[config.mk]
export PLATFORM = sky130hd
export DESIGN_NAME = wb_arbiter
export DESIGN_NICKNAME = d
export VERILOG_FILES = /design/src/rtl/wb_arbiter_pkg.sv /design/src/rtl/wb_fifo.sv /design/src/rtl/wb_arbiter.sv
export SDC_FILE = /design/constraint.sdc
export NUM_CORES = 1
export LEC_CHECK = 0
export CAP_MARGIN = 20
export CORE_MARGIN = 2
export CORE_UTILIZATION = 45
export DETAILED_ROUTE_END_ITERATION = 16
export GPL_ROUTABILITY_DRIVEN = 1
export HOLD_SLACK_MARGIN = 0.15
export PLACE_DENSITY_LB_ADDON = 0.12
export SETUP_SLACK_MARGIN = 0.1
export SLEW_MARGIN = 20
export SYNTH_ARGS = -nofsm -noshare
export SYNTH_HDL_FRONTEND = slang
export SYNTH_SLANG_ARGS = --single-unit
[constraint.sdc]
create_clock -name clk -period 1.83 [get_ports clk]
set_input_delay 0.366 -clock clk [delete_from_list [all_inputs] [get_ports clk]]
set_output_delay 0.366 -clock clk [all_outputs]
set_load 0.05 [all_outputs]
[src/rtl/wb_arbiter_pkg.sv]
// rtl/wb_arbiter_pkg.sv - shared types and widths for the write-back arbiter
//
// Contents:
//   REG_W      register address width
//   DATA_W     register data width
//   NUM_REGS   number of architectural registers
//   wb_req_t   one pending register write (destination + data)
//   reg_onehot decode of a register number into a NUM_REGS-wide mask
package wb_arbiter_pkg;

   localparam int REG_W    = 3;
   localparam int DATA_W   = 16;
   localparam int NUM_REGS = 8;

   // "reg" is a reserved word, so the destination field is named rnum.
   typedef struct packed {
      logic [REG_W-1:0]  rnum;
      logic [DATA_W-1:0] data;
   } wb_req_t;

   function automatic logic [NUM_REGS-1:0] reg_onehot(input logic [REG_W-1:0] r);
      return NUM_REGS'(1) << r;
   endfunction

endpackage

[src/rtl/wb_fifo.sv]
// rtl/wb_fifo.sv - synchronous FIFO buffering ALU write-back requests
//
// Parameters:
//   DEPTH        number of entries (power of two, >= 2)
// Ports:
//   clk          clock, all state on rising edge
//   rst          synchronous active-high reset (empties the FIFO)
//   push         enqueue push_req at the tail (ignored when full)
//   push_req     request to enqueue
//   pop          dequeue the head (ignored when empty)
//   head         request at the head of the FIFO
//   full         count == DEPTH
//   empty        count == 0
//   count        number of valid entries
//   entry_valid  per storage slot: slot holds a queued request
//   entry_reg    per storage slot: destination register of that slot
module wb_fifo
   import wb_arbiter_pkg::*;
#(
   parameter int DEPTH = 2
) (
   input  logic                             clk,
   input  logic                             rst,
   input  logic                             push,
   input  wb_req_t                          push_req,
   input  logic                             pop,
   output wb_req_t                          head,
   output logic                             full,
   output logic                             empty,
   output logic [$clog2(DEPTH):0]           count,
   output logic [DEPTH-1:0]                 entry_valid,
   output logic [DEPTH-1:0][REG_W-1:0]      entry_reg
);

   localparam int PTR_W = $clog2(DEPTH);
   localparam int CNT_W = PTR_W + 1;

   wb_req_t          slots [DEPTH];
   logic [PTR_W-1:0] wr_ptr;
   logic [PTR_W-1:0] rd_ptr;
   logic [PTR_W-1:0] offs;
   logic             do_push;
   logic             do_pop;

   assign full    = (count == CNT_W'(DEPTH));
   assign empty   = (count == '0);
   assign do_push = push && !full;
   assign do_pop  = pop && !empty;
   assign head    = slots[rd_ptr];

   // Pointers wrap naturally because DEPTH is a power of two.
   always_ff @(posedge clk) begin
      if (rst) begin
         wr_ptr <= '0;
         rd_ptr <= '0;
         count  <= '0;
      end else begin
         if (do_push) wr_ptr <= wr_ptr + PTR_W'(1);
         if (do_pop)  rd_ptr <= rd_ptr + PTR_W'(1);
         case ({do_push, do_pop})
            2'b10:   count <= count + CNT_W'(1);
            2'b01:   count <= count - CNT_W'(1);
            default: count <= count;
         endcase
      end
   end

   // Storage needs no reset; validity is tracked by the pointers and count.
   always_ff @(posedge clk) begin
      if (do_push) slots[wr_ptr] <= push_req;
   end

   // A slot is live when its distance from the read pointer is below count.
   always_comb begin
      offs        = '0;
      entry_valid = '0;
      entry_reg   = '0;
      for (int i = 0; i < DEPTH; i++) begin
         offs           = PTR_W'(i) - rd_ptr;
         entry_valid[i] = ({1'b0, offs} < count);
         entry_reg[i]   = slots[i].rnum;
      end
   end

endmodule

[src/rtl/wb_arbiter.sv]
// rtl/wb_arbiter.sv - write-back arbiter for the register file write port
//
// Shares the single register-file write port between the memory-load path
// (priority) and the ALU result path (buffered in wb_fifo). A starvation
// counter forces an ALU grant after MAX_WAIT consecutive memory wins.
//
// Optional feature macro: WB_DROP_R0_EN
//   defined   - grants targeting r0 are consumed but never written; busy[0]=0
//   undefined - r0 is written like any other register
//
// Parameters:
//   DEPTH      ALU FIFO entries (power of two, >= 2)
//   MAX_WAIT   memory wins tolerated against a non-empty FIFO (1..15)
// Ports:
//   clk        clock
//   rst        synchronous active-high reset
//   alu_valid  ALU result offered
//   alu_ready  FIFO can accept (!full)
//   alu_reg    ALU destination register
//   alu_data   ALU result
//   mem_valid  load result offered
//   mem_ready  load accepted this cycle (!force_alu)
//   mem_reg    load destination register
//   mem_data   load data
//   wreg       registered write address
//   wd         registered write data
//   skip       registered, 1 = no write this cycle
//   busy       per-register pending-write mask (FIFO + output stage)
module wb_arbiter
   import wb_arbiter_pkg::*;
#(
   parameter int DEPTH    = 2,
   parameter int MAX_WAIT = 3
) (
   input  logic                 clk,
   input  logic                 rst,
   input  logic                 alu_valid,
   output logic                 alu_ready,
   input  logic [REG_W-1:0]     alu_reg,
   input  logic [DATA_W-1:0]    alu_data,
   input  logic                 mem_valid,
   output logic                 mem_ready,
   input  logic [REG_W-1:0]     mem_reg,
   input  logic [DATA_W-1:0]    mem_data,
   output logic [REG_W-1:0]     wreg,
   output logic [DATA_W-1:0]    wd,
   output logic                 skip,
   output logic [NUM_REGS-1:0]  busy
);

`ifdef WB_DROP_R0_EN
   localparam bit DROP_R0 = 1'b1;
`else
   localparam bit DROP_R0 = 1'b0;
`endif

   wb_req_t                      head;
   wb_req_t                      alu_req;
   wb_req_t                      sel_req;
   logic                         full;
   logic                         empty;
   logic [$clog2(DEPTH):0]       count;
   logic [DEPTH-1:0]             entry_valid;
   logic [DEPTH-1:0][REG_W-1:0]  entry_reg;
   logic [3:0]                   wait_cnt;
   logic                         force_alu;
   logic                         grant_alu;
   logic                         grant_mem;
   logic                         alu_push;

   assign alu_req   = '{rnum: alu_reg, data: alu_data};
   assign force_alu = (wait_cnt == 4'(MAX_WAIT)) && !empty;
   assign alu_ready = !full;
   assign mem_ready = !force_alu;
   assign alu_push  = alu_valid && alu_ready;

   // Memory wins unless the FIFO head is being forced; an idle memory side
   // lets the FIFO head through.
   assign grant_alu = !empty && (force_alu || !mem_valid);
   assign grant_mem = mem_valid && !force_alu;
   assign sel_req   = grant_alu ? head : '{rnum: mem_reg, data: mem_data};

   wb_fifo #(
      .DEPTH (DEPTH)
   ) u_fifo (
      .clk         (clk),
      .rst         (rst),
      .push        (alu_push),
      .push_req    (alu_req),
      .pop         (grant_alu),
      .head        (head),
      .full        (full),
      .empty       (empty),
      .count       (count),
      .entry_valid (entry_valid),
      .entry_reg   (entry_reg)
   );

   always_ff @(posedge clk) begin
      if (rst) begin
         wreg     <= '0;
         wd       <= '0;
         skip     <= 1'b1;
         wait_cnt <= '0;
      end else begin
         if (grant_alu || grant_mem) begin
            wreg <= sel_req.rnum;
            wd   <= sel_req.data;
            skip <= DROP_R0 && (sel_req.rnum == '0);
         end else begin
            skip <= 1'b1;
         end

         // Counts memory wins only while an ALU entry is waiting.
         if (empty || grant_alu)
            wait_cnt <= '0;
         else if (grant_mem)
            wait_cnt <= wait_cnt + 4'd1;
      end
   end

   always_comb begin
      busy = '0;
      for (int i = 0; i < DEPTH; i++) begin
         if (entry_valid[i]) busy = busy | reg_onehot(entry_reg[i]);
      end
      if (!skip) busy = busy | reg_onehot(wreg);
`ifdef WB_DROP_R0_EN
      busy[0] = 1'b0;
`endif
   end

   logic unused_count;
   assign unused_count = ^count;

endmodule

==> results_dict.tcl, run 1 <==
set metrics [dict create \
    detail-route-antenna-nets 0 \
    fin_total_pwr_uw 6810 \
    n_fill_cell 445 \
    gr-total-overflow 0 \
    die_w_um 85.8 \
    clk_latency_ns 0.33 \
    tns_ns -0.115 \
    dpl.hpwl_um 4340 \
    finalWeightedCongestion 0.879 \
    hold_slack_ns 0.462 \
    register_area_um2 1750 \
    syn-cell-area_um2 3010 \
    synth-async-reset-ratio 0 \
    end_kind "primary output" \
    area_growth_pct 51.8 \
    worst-path-max-fanout 7 \
    clkTransAtPathRegs_ns 0.07 \
    tightest_slew_ns 0.487 \
    cts.sink_count 67 \
    min_period_over_period 1.02 \
    worstSetupPathType "flip-flop to primary output" \
    drtIter0Drc 101 \
    clock_path_buffers 2 \
    finalClockSkew_ns 0.00664 \
    cts_root_buf "clkbuf_8" \
    multi_input_area_um2 1370 \
    dr.pass1.iters 10 \
    syn_nets 294 \
    core_area_um2 6420 \
    fp-row-count 29 \
    die_h_um 85.8 \
    power_density_nw_per_um2 1490 \
    crit_path_start_kind "flip-flop" \
    grt_usage 0.185 \
    grt_antenna_before_repair 0 \
    port_buffers 71 \
    drc_errors 3 \
    hold_viol_final 0 \
    arrival_ns 1.50 \
    avgSynthCellArea_um2 12.1 \
    grt_first_pass_wirelength_um 10400 \
    fmax_mhz 535 \
    yosysMostFrequentCell "edfxtp_1" \
    grt_pass1_vias 2141 \
    use_met1 0.225 \
    place_ws_ns -0.0605 \
    yosys_warnings 0 \
    wl_per_cell_um 15.4 \
    worstPathRequired_ns 1.46 \
    ys_seq_elements 67 \
    finalWorstSetupSlack_ns -0.0401 \
    min_path_type "flip-flop to flip-flop" \
    leakagePower_uw 0.00173 \
    maxCapViolCount 0 \
    maxSlewViolCount 0 \
    synthFlopType "edfxtp_1" \
    max_slew_margin 0.677 \
    vdd_drop_max_v 0.000772 \
    gr-usage-met2 0.315 \
    wl_um 6780 \
    synth_edf_count 38 \
    synth.area.top_cells "edfxtp_1 (38%), dfxtp_1 (19%), o31ai_2 (7.5%)" \
    vias 2292 \
    netlist.area_leader.share 0.379 \
    met3_usage 0.0462 \
    viasPerCell 5.22 \
    final_layout_size_suffix_gt1_frac 0.448 \
    grt_max_degree 29 \
    synth-seq-area-share 0.571 \
    setup_viol 4 \
    antenna_cells 0 \
    violations "DRC, setup timing" \
    ys_types 41 \
    initial_core_util 0.469 \
    cts_tree "built" \
    nets 401 \
    die_area_um2 7370 \
    rsz0062_at_grt "true" \
    cts_inserted_buffers 9 \
    synthTopCellsByCount "edfxtp_1 (38), dfxtp_1 (29), nand2_1 (29)" \
    synthCells 250 \
    yosysTopAreaCell "edfxtp_1" \
    cts_hold_buf 0 \
    period_needed_ns 1.87 \
    io_pins 72 \
    grt-busiest-layer "met2" \
    htree_levels 3 \
    status "finished, violations left" \
]
## cell usage in the layout (no fill, tap or decap), drive strengths merged, types with 3 or more instances in the layout
cell and instances:
clkinv 3, a21oi 5, a32oi 4, dfxtp 29, nor2 29, nand3b 6, clkdlybuf4s50 41, nor2b 20
nand2 29, clkbuf 11, o31ai 19, inv 6, a211oi 17, xor2 3, nand3 8, edfxtp 38
buf 65
## registers in the layout, summed over array words and instances (netlist names), named ones only
| name | count |
|---|---|
| u_fifo.slots | 38 |
| skip | 1 |
| u_fifo.wr_ptr | 1 |
| u_fifo.rd_ptr | 1 |
| wait_cnt | 4 |
| wreg | 3 |
| wd | 16 |
| u_fifo.count | 2 |
## path summary, 6_finish.rpt
kind / start / end / slack, ns / depth (start not counted)
setup / recovery: u_fifo.rd_ptr / busy[6] / -0.04 / 5
hold / removal: wd[0] / wd[0] / 0.46 / 2
setup reg to reg: wait_cnt[0] / u_fifo.count[1] / 0.01 / 9
hold reg to reg: wd[0] / wd[0] / 0.46 / 2
## timing repair
item / CTS / global route
buffers inserted: 5 / 15
endpoints found under the hold margin: 0 / 0
gates resized for setup: 29 / 36
pin swaps: 9 / 12
cloned: 0 / 0
endpoints found under the setup margin: 15 / 16
## final cells by class
type,count,area share
well taps,77,0.0211
multi-input cells,164,0.299
inverters,6,0.00602
clock inverters,6,0.0175
flip-flops and latches,67,0.382
clock buffers,10,0.0279
repair buffers,109,0.247
## kinds of logic after synthesis
family	synth area share
AOI/OAI and AO/OA	0.184
xor gates and xnor gates	0.0116
adders and majority gates	0.00830
buffers and inverters	0.0440
DFF	0.571
and+or+nand+nor	0.181
## routing by layer
layer | up-vias | share of wire
met1 | 1088 | 0.41
met5 | - | 0
met4 | 0 | 0.022
met2 | 66 | 0.53
met3 | 11 | 0.045
li1 | 1127 | -
## where the power goes
part | switching [µW] | internal (µW)
Sequential | 259 | 1970
Combinational | 1870 | 1420
Clock | 527 | 756
## critical path: stages, from the launching register on
cell	delay (ns)
dfxtp_4	0.38
inv_4	0.04
a21o_4	0.23
a32oi_1	0.23
nand2_1	0.13
buf_12	0.16
## stage by stage
stage / utilization / instances / instance area, µm²
after CTS: 0.674 / 424 / 4330
after global routing: 0.712 / 439 / 4570
final: 0.712 / 439 / 4570
after detailed placement: 0.619 / 403 / 3980
after floorplan: - / 250 / 3080
after global placement: 0.619 / 403 / 3980
Power figures use the tool's default switching activity.
==> run 2: changes to the inputs <==
Settings changed: GPL_ROUTABILITY_DRIVEN 1 to 0.
==> results of run 2 <==
The final DEF is identical to that of run 1; final timing and power are the same.
